`src/rtl/tone_pkg.sv`:
```
// Shared constants and types for the tone_player note generator.
// Holds note half-periods for a 100 MHz clock, the FSM state enum and default tick length.
package tone_pkg;

   localparam int TICK_CYCLES_DEF = 100_000;

   localparam logic [17:0] NOTE_C4   = 18'd191_110;
   localparam logic [17:0] NOTE_D4   = 18'd170_265;
   localparam logic [17:0] NOTE_E4   = 18'd151_685;
   localparam logic [17:0] NOTE_F4   = 18'd143_172;
   localparam logic [17:0] NOTE_G4   = 18'd127_551;
   localparam logic [17:0] NOTE_A4   = 18'd113_636;
   localparam logic [17:0] NOTE_B4   = 18'd101_239;
   localparam logic [17:0] NOTE_C5   = 18'd95_557;
   localparam logic [17:0] NOTE_REST = 18'd0;

   typedef enum logic {
      IDLE = 1'b0,
      PLAY = 1'b1
   } state_e;

endpackage

```
`src/rtl/tone_player_tick_prescaler.sv`:
```
// Free-running prescaler that emits a one-cycle tick every TICK_CYCLES enabled cycles.
// Ports: clk, rst (async high), clr (sync zero), en (count), tick (pulse on last count).
module tick_prescaler #(
   parameter int TICK_CYCLES = 100_000
) (
   input  logic clk,
   input  logic rst,
   input  logic clr,
   input  logic en,
   output logic tick
);

   localparam int PRE_W = (TICK_CYCLES > 1) ? $clog2(TICK_CYCLES) : 1;
   localparam logic [PRE_W-1:0] LAST = PRE_W'(TICK_CYCLES - 1);

   logic [PRE_W-1:0] pre_q;
   logic [PRE_W-1:0] pre_d;

   assign tick = en && (pre_q == LAST);

   always_comb begin
      pre_d = pre_q;
      if (clr) begin
         pre_d = '0;
      end else if (en) begin
         pre_d = (pre_q == LAST) ? '0 : pre_q + PRE_W'(1);
      end
   end

   always_ff @(posedge clk or posedge rst) begin
      if (rst) pre_q <= '0;
      else     pre_q <= pre_d;
   end

endmodule

```
`src/rtl/tone_player.sv`:
```
// Square-wave note generator: one note per start, programmable pitch and duration.
// Ports: start/half_period/duration_ms/stop in; ready, busy, done pulse, tone out.
import tone_pkg::*;

module tone_player #(
   parameter int TICK_CYCLES = TICK_CYCLES_DEF,
   parameter int DIV_W       = 18,
   parameter int DUR_W       = 16
) (
   input  logic             clk,
   input  logic             rst,
   input  logic             start,
   input  logic [DIV_W-1:0] half_period,
   input  logic [DUR_W-1:0] duration_ms,
   input  logic             stop,
   output logic             ready,
   output logic             busy,
   output logic             done,
   output logic             tone
);

   state_e           state_q, state_d;
   logic [DIV_W-1:0] hp_q, hp_d;
   logic [DUR_W-1:0] dur_q, dur_d;
   logic [DIV_W-1:0] div_q, div_d;
   logic [DUR_W-1:0] tcnt_q, tcnt_d;
   logic             tone_q, tone_d;
   logic             done_q, done_d;
   logic             tick;
   logic             last;

   tick_prescaler #(
      .TICK_CYCLES(TICK_CYCLES)
   ) u_pre (
      .clk (clk),
      .rst (rst),
      .clr ((state_q == IDLE) || stop),
      .en  (state_q == PLAY),
      .tick(tick)
   );

   // dur==0 still spends one cycle in PLAY
   assign last = (dur_q == '0) ||
                 (tick && (tcnt_q == dur_q - DUR_W'(1)));

   always_comb begin
      state_d = state_q;
      hp_d    = hp_q;
      dur_d   = dur_q;
      div_d   = div_q;
      tcnt_d  = tcnt_q;
      tone_d  = tone_q;
      done_d  = 1'b0;
      unique case (state_q)
         IDLE: begin
            if (start) begin
               state_d = PLAY;
               hp_d    = half_period;
               dur_d   = duration_ms;
               div_d   = '0;
               tcnt_d  = '0;
               tone_d  = 1'b0;
            end
         end
         PLAY: begin
            if (stop || last) begin
               // stop beats a normal finish in the same cycle
               state_d = IDLE;
               tone_d  = 1'b0;
               div_d   = '0;
               tcnt_d  = '0;
               done_d  = !stop;
            end else begin
               if (hp_q != '0) begin
                  if (div_q == hp_q - DIV_W'(1)) begin
                     div_d  = '0;
                     tone_d = !tone_q;
                  end else begin
                     div_d = div_q + DIV_W'(1);
                  end
               end
               if (tick) tcnt_d = tcnt_q + DUR_W'(1);
            end
         end
         default: state_d = IDLE;
      endcase
   end

   always_ff @(posedge clk or posedge rst) begin
      if (rst) begin
         state_q <= IDLE;
         hp_q    <= '0;
         dur_q   <= '0;
         div_q   <= '0;
         tcnt_q  <= '0;
         tone_q  <= 1'b0;
         done_q  <= 1'b0;
      end else begin
         state_q <= state_d;
         hp_q    <= hp_d;
         dur_q   <= dur_d;
         div_q   <= div_d;
         tcnt_q  <= tcnt_d;
         tone_q  <= tone_d;
         done_q  <= done_d;
      end
   end

   assign ready = (state_q == IDLE);
   assign busy  = (state_q == PLAY);
   assign done  = done_q;
   assign tone  = tone_q;

endmodule

```
`config.mk`:
```
export PLATFORM = sky130hd
export DESIGN_NAME = tone_player
export DESIGN_NICKNAME = d
export VERILOG_FILES = /design/src/rtl/tone_pkg.sv /design/src/rtl/tone_player_tick_prescaler.sv /design/src/rtl/tone_player.sv
export SDC_FILE = /design/constraint.sdc
export NUM_CORES = 1
export LEC_CHECK = 0
export CAP_MARGIN = 20
export CORE_ASPECT_RATIO = 0.6
export CORE_MARGIN = 2
export CORE_UTILIZATION = 59
export CTS_BUF_LIST = sky130_fd_sc_hd__clkbuf_4 sky130_fd_sc_hd__clkbuf_8 sky130_fd_sc_hd__clkbuf_16
export CTS_CLUSTER_SIZE = 25
export DETAILED_ROUTE_END_ITERATION = 8
export PLACE_DENSITY = 0.84
export SETUP_SLACK_MARGIN = 0.02
export SYNTH_ARGS = -nofsm -noshare
export SYNTH_HDL_FRONTEND = slang
export SYNTH_HIERARCHICAL = 1
export SYNTH_SLANG_ARGS = --single-unit
```
`constraint.sdc`:
```
create_clock -name clk -period 4.4 [get_ports clk]
set_input_delay 0.88 -clock clk [delete_from_list [all_inputs] [get_ports clk]]
set_output_delay 0.88 -clock clk [all_outputs]
set_load 0.02 [all_outputs]
```
# After elaboration in Yosys (flattened, before gate mapping)
# Index checks and enable logic that the tools add are counted.
# Widths: inputs -> output; s select.
[totals]
ff_bits = 88
inputBits = 38
out_inout_bits = 4
word_cells = 57
[classes]
addsub = 5
n_eq_ne = 7
n_mux = 22
bitwise = 1
reduce_logical = 14
[op_table]
columns = ["operator", "count"]
rows = [
  ["$mux 18", 4],
  ["$mux 17", 3],
  ["$mux 16", 3],
  ["$pmux 18 s2", 1],
  ["$pmux 16 s2", 1],
  ["$add 18x1->18 const B", 1],
  ["$eq 18x18->1", 1],
  ["$reduce_bool 18->1", 1],
  ["$sub 18x1->18 const B", 1],
  ["$add 17x1->17 const B", 1],
  ["$eq 17x17->1 const B", 1],
  ["$add 16x1->16 const B", 1],
  ["$eq 16x16->1", 1],
  ["$logic_not 16->1", 1],
  ["$sub 16x1->16 const B", 1],
  ["$ne 3x1->1 const B", 3],
  ["$mux 1", 8],
  ["$reduce_and 2->1", 3],
  ["$pmux 1 s2", 2],
  ["$logic_or 1x1->1", 3],
  ["$reduce_and 3->1", 1],
  ["$logic_and 1x1->1", 2],
  ["$logic_not 1->1", 2],
  ["$ne 2x2->1 const B", 1],
  ["2 further kinds", 2],
]

# Logic depth before layout (Yosys ltp)
[depth]
word_depth = 7
depth_mapped = 15
ltp_nobuf = 11

# Cells and area by module
# Netlist, hierarchy kept.
[by_module_without_submodules]
columns = ["module", "n_inst", "cells_each", "area_each_um2"]
rows = [
  ["tone_player", 1, 464, 4454.3],
  ["tick_prescaler", 1, 94, 912.1],
]

# Least setup slack after synthesis
# Ideal clock, no wire load.
[synth_path]
path_kind = "register to register"
startpoint = "register u_pre.pre_q[11]"
endpoint = "register div_q[11]"
setup_ns = 0.092
arrival_time_ns = 3.378
path_slack_ns = 0.930
stages_incl_launch_ff = 13
path_buffers = 2
cell_sequence = "dfrtp_1 or4b_1 or4_4 nor2_1 nand3_1 a311oi_1 o211ai_1 a2111oi_4 o32ai_2 or2_1 buf_6 buf_6 o31ai_2"
[synth_via]
elab_chain_cells = 7
word_cells_on_any_way = 9
[synth_lines]
columns = ["item", "line", "text"]
rows = [
  ["start, declared", "tone_player_tick_prescaler.sv:16", "logic [PRE_W-1:0] pre_q;"],
  ["start signal, assigned", "tone_player_tick_prescaler.sv:32", "else pre_q <= pre_d;"],
  ["$eq 17x17->1 (*)", "tone_player_tick_prescaler.sv:19", "assign tick = en && (pre_q == LAST);"],
  ["$logic_and 1x1->1 (*)", "tone_player_tick_prescaler.sv:19", ""],
  ["named net tick", "tone_player.sv:29", "logic tick;"],
  ["$logic_and 1x1->1 (*)", "tone_player.sv:44", "(tick && (tcnt_q == dur_q - DUR_W'(1)));"],
  ["$logic_or 1x1->1 (*)", "tone_player.sv:43", "assign last = (dur_q == '0) ||"],
  ["$logic_or 1x1->1 (*)", "tone_player.sv:66", "if (stop || last) begin"],
  ["$mux 18 or $ne 3x1->1 (tied branches)", "--", ""],
  ["$pmux 18 s2 or $reduce_and 2->1 (tied branches)", "--", ""],
  ["end signal, assigned", "tone_player.sv:102", "div_q <= div_d;"],
  ["end, declared", "tone_player.sv:25", "logic [DIV_W-1:0] div_q, div_d;"],
]
# The timed path passes the listed nets; every way through them passes the cells marked *.
# A chain may end at the register's enable or synchronous reset.

# Final worst setup path
[layout_path]
startpoint = "register u_pre.pre_q[11]"
endpoint = "register div_q[15]"
# Same word-level chain as after synthesis.

==> flow_summary.toml <==
[run_status]
status = "complete, no violations"

[clock_tree]
clk_pin_slew_ns = 0.06
cts_num_sinks = 88
worst_skew_pair.late_latency_ns = 0.35
clock_path_buffers = 2
post_cts_resized = 0
htreeDepth = 3
holdBufCountCts = 0
root_buffer = "clkbuf_16"
cts_tree = "yes"
cts_buffers = 9
postCtsSetupRepairBufs = 0

[route]
drtIter0Drc = 418
drc_errors = 0
via_per_inst = 6.38
vias = 4508
drtPass1Iterations = 5
drt_wl_total_um = 13200
antenna_left = 0
routedWlPerCell_um = 18.6

[timing]
slew_viol_final = 0
report.final.hold_viol_count = 0
rsz0062_at_grt = "false"
tightest_slew_ns = 1.08
skew_ns = 0.00690
period_needed_ns = 4.04
setup_viol = 0
timing.final.crit_share_pct = 91.9
max_slew_margin_pct = 27.8
fin_setup_tns_ns = 0
fmax_ghz = 0.247

[logic_synthesis]
yosys_warnings = 6
yosysMostFrequentCell = "dfrtp_1"
ys_types = 69
ys_ff_latch = 88
synth_top_cell_area_share_pct = 41.0
synth_top_cell_by_area = "dfrtp_1"
synth.area.top_cells = "dfrtp_1 41%, mux2_2 6.5%, xnor2_1 6.2%"
avgSynthCellArea_um2 = 9.62
syn-cell-area_mm2 = 0.00537
synth_common_cells = "88 x dfrtp_1, 52 x nand2_1, 47 x nor2_1"
synthCells = 558
synth_async_sr_flop_share_pct = 100
syn_nets = 603
synth_edf_count = 0
ys_seq_area_share_pct = 41.0
synth_ff_type = "dfrtp_1"

[min_path]
hold_path.class = "reg2reg"
min_path_cells = 1
hold_start = "hp_q[14]"
min_to = "hp_q[14]"

[die]
core-area_mm2 = 0.00869
fp-row-count = 26
die_h_um = 77.9
fp.dieW_um = 127
die_area_mm2 = 0.00990
start_util_pct = 61.8
io_pins = 42

[critical_path]
worst_ep_arrival_time_ns = 4.29
cp_data_required_time_ns = 4.64
endpoint_kind = "flip-flop"
rr_endpoint = "div_q[15]"
cp-start-kind = "flip-flop"
rrSetupSlack_ns = 0.36
r2r-start = "u_pre/pre_q[11]"
cp_max_fo = 18
critPathKind = "reg2reg"
r2r_cells = 10

[pwr]
power_mw = 2.24
irDropWorstVdd_mv = 0.226
p_leak_nw = 2.30
powerDensity_mw_per_mm2 = 365

[placed_design]
gp_congestion = 0.943
dp_hpwl_um = 9300
port_buffers = 41

[cells_and_area]
diodes = 0
syn_to_final_growth_pct = 14.4
drive_gt1_share_pct = 12.8
nNetsFinal = 635

[grt]
grt_pass1_vias = 4286
grt_start_max_net_pins = 53
grt_overflow = 0
track_usage_pct = 27.9
grt_first_pass_wirelength_um = 21500
antenna_found_initial = 0

[run]
cap_viol_max_count = 0
## area by class of cell
class | instances | area, um^2
clock inverter | 4 | 27.5
sequential | 88 | 2200
multi-input combinational | 428 | 2990
fill | 642 | 2550
clock buffer | 12 | 267
timing repair buffer | 46 | 448
inverter | 17 | 63.8
tap | 112 | 140
## cell usage in the layout, fill, tap and decap left out, types with 3 or more instances in the layout
cell type	n
a211oi_1	3
a21oi_1	9
a2bb2oi_1	12
and2_1	3
and3_1	4
buf_4	5
clkbuf_16	9
clkbuf_8	3
clkdlybuf4s50_1	41
clkinvlp_4	3
dfrtp_1	88
ha_1	7
inv_1	16
mux2_2	31
mux2i_1	3
nand2_1	52
nand2b_1	7
nand3_1	28
nand4_1	15
nor2_1	47
nor2b_1	3
nor3_1	16
nor4_1	10
o211ai_1	4
o21a_1	3
o21ai_0	24
o21bai_1	3
o31ai_1	11
o31ai_2	4
or2_2	3
or3_1	7
or4_1	6
xnor2_1	38
xor2_1	30
## critical path, stage by stage (launching register included)
cell and delay, ns:
dfrtp_1 0.42, or4b_1 0.54, or4_4 0.54, nor2_1 0.35
nand3_1 0.15, a311oi_1 0.31, o211ai_1 0.19, a2111oi_4 0.38
o32ai_2 0.16, or2_1 0.52, o41ai_2 0.40
## worst max path at each step
stage	start	to	depth (start not counted)
after floorplan	u_pre/pre_q[11]	div_q[11]	12
after global placement	u_pre/pre_q[11]	div_q[15]	10
after detailed placement	u_pre/pre_q[11]	div_q[2]	10
after CTS	u_pre/pre_q[11]	div_q[15]	10
after global routing	u_pre/pre_q[5]	div_q[15]	10
final	u_pre/pre_q[11]	div_q[15]	10
## kinds of logic (layout without fill, tap and decap cells)
logic type | after synthesis | in the layout | synth area share (%)
adder cells (fa/ha/maj) | 7 | 7 | 1.63
buffers and inverters | 42 | 79 | 3.38
multiplexers | 34 | 34 | 7.06
AO/OA/AOI/OAI | 96 | 96 | 13.7
AND/OR/NAND/NOR | 223 | 223 | 22.1
flip-flops | 88 | 88 | 41.0
XOR/XNOR | 68 | 68 | 11.1
## state kept, by name (all words and copies together), names as in the netlist
name / cells
tcnt_q: 16
busy: 1
u_pre/pre_q: 17
done: 1
dur_q: 16
tone: 1
hp_q: 18
div_q: 18
## report_power, final
part / switching [mW] / internal [mW]
Sequential: 0.143 / 0.883
Clock: 0.324 / 0.428
Combinational: 0.230 / 0.231
## layer usage
layer | GRT usage (%) | up-vias | share of wire (%)
li1 | - | 2085 | -
met1 | 40.6 | 2209 | 47
met2 | 41.7 | 197 | 43
met3 | 7.17 | 17 | 8.4
met4 | 7.25 | 0 | 1.5
met5 | 0 | - | 0
## per-stage QoR
step                      hold slack [ns]  instances  worst slack (ns)  instance area, um^2  utilization (%)
after CTS                           0.553        707             0.420                 6140             70.7
after global routing                0.574        707             0.166                 6140             70.7
after floorplan                     0.493        558             0.930                 5370                -
after global placement              0.514        691             0.621                 5840             67.3
final                               0.558        707             0.356                 6140             70.7
after detailed placement            0.545        691             0.447                 5840             67.3
Note: power is estimated with default switching activity, not from simulation.
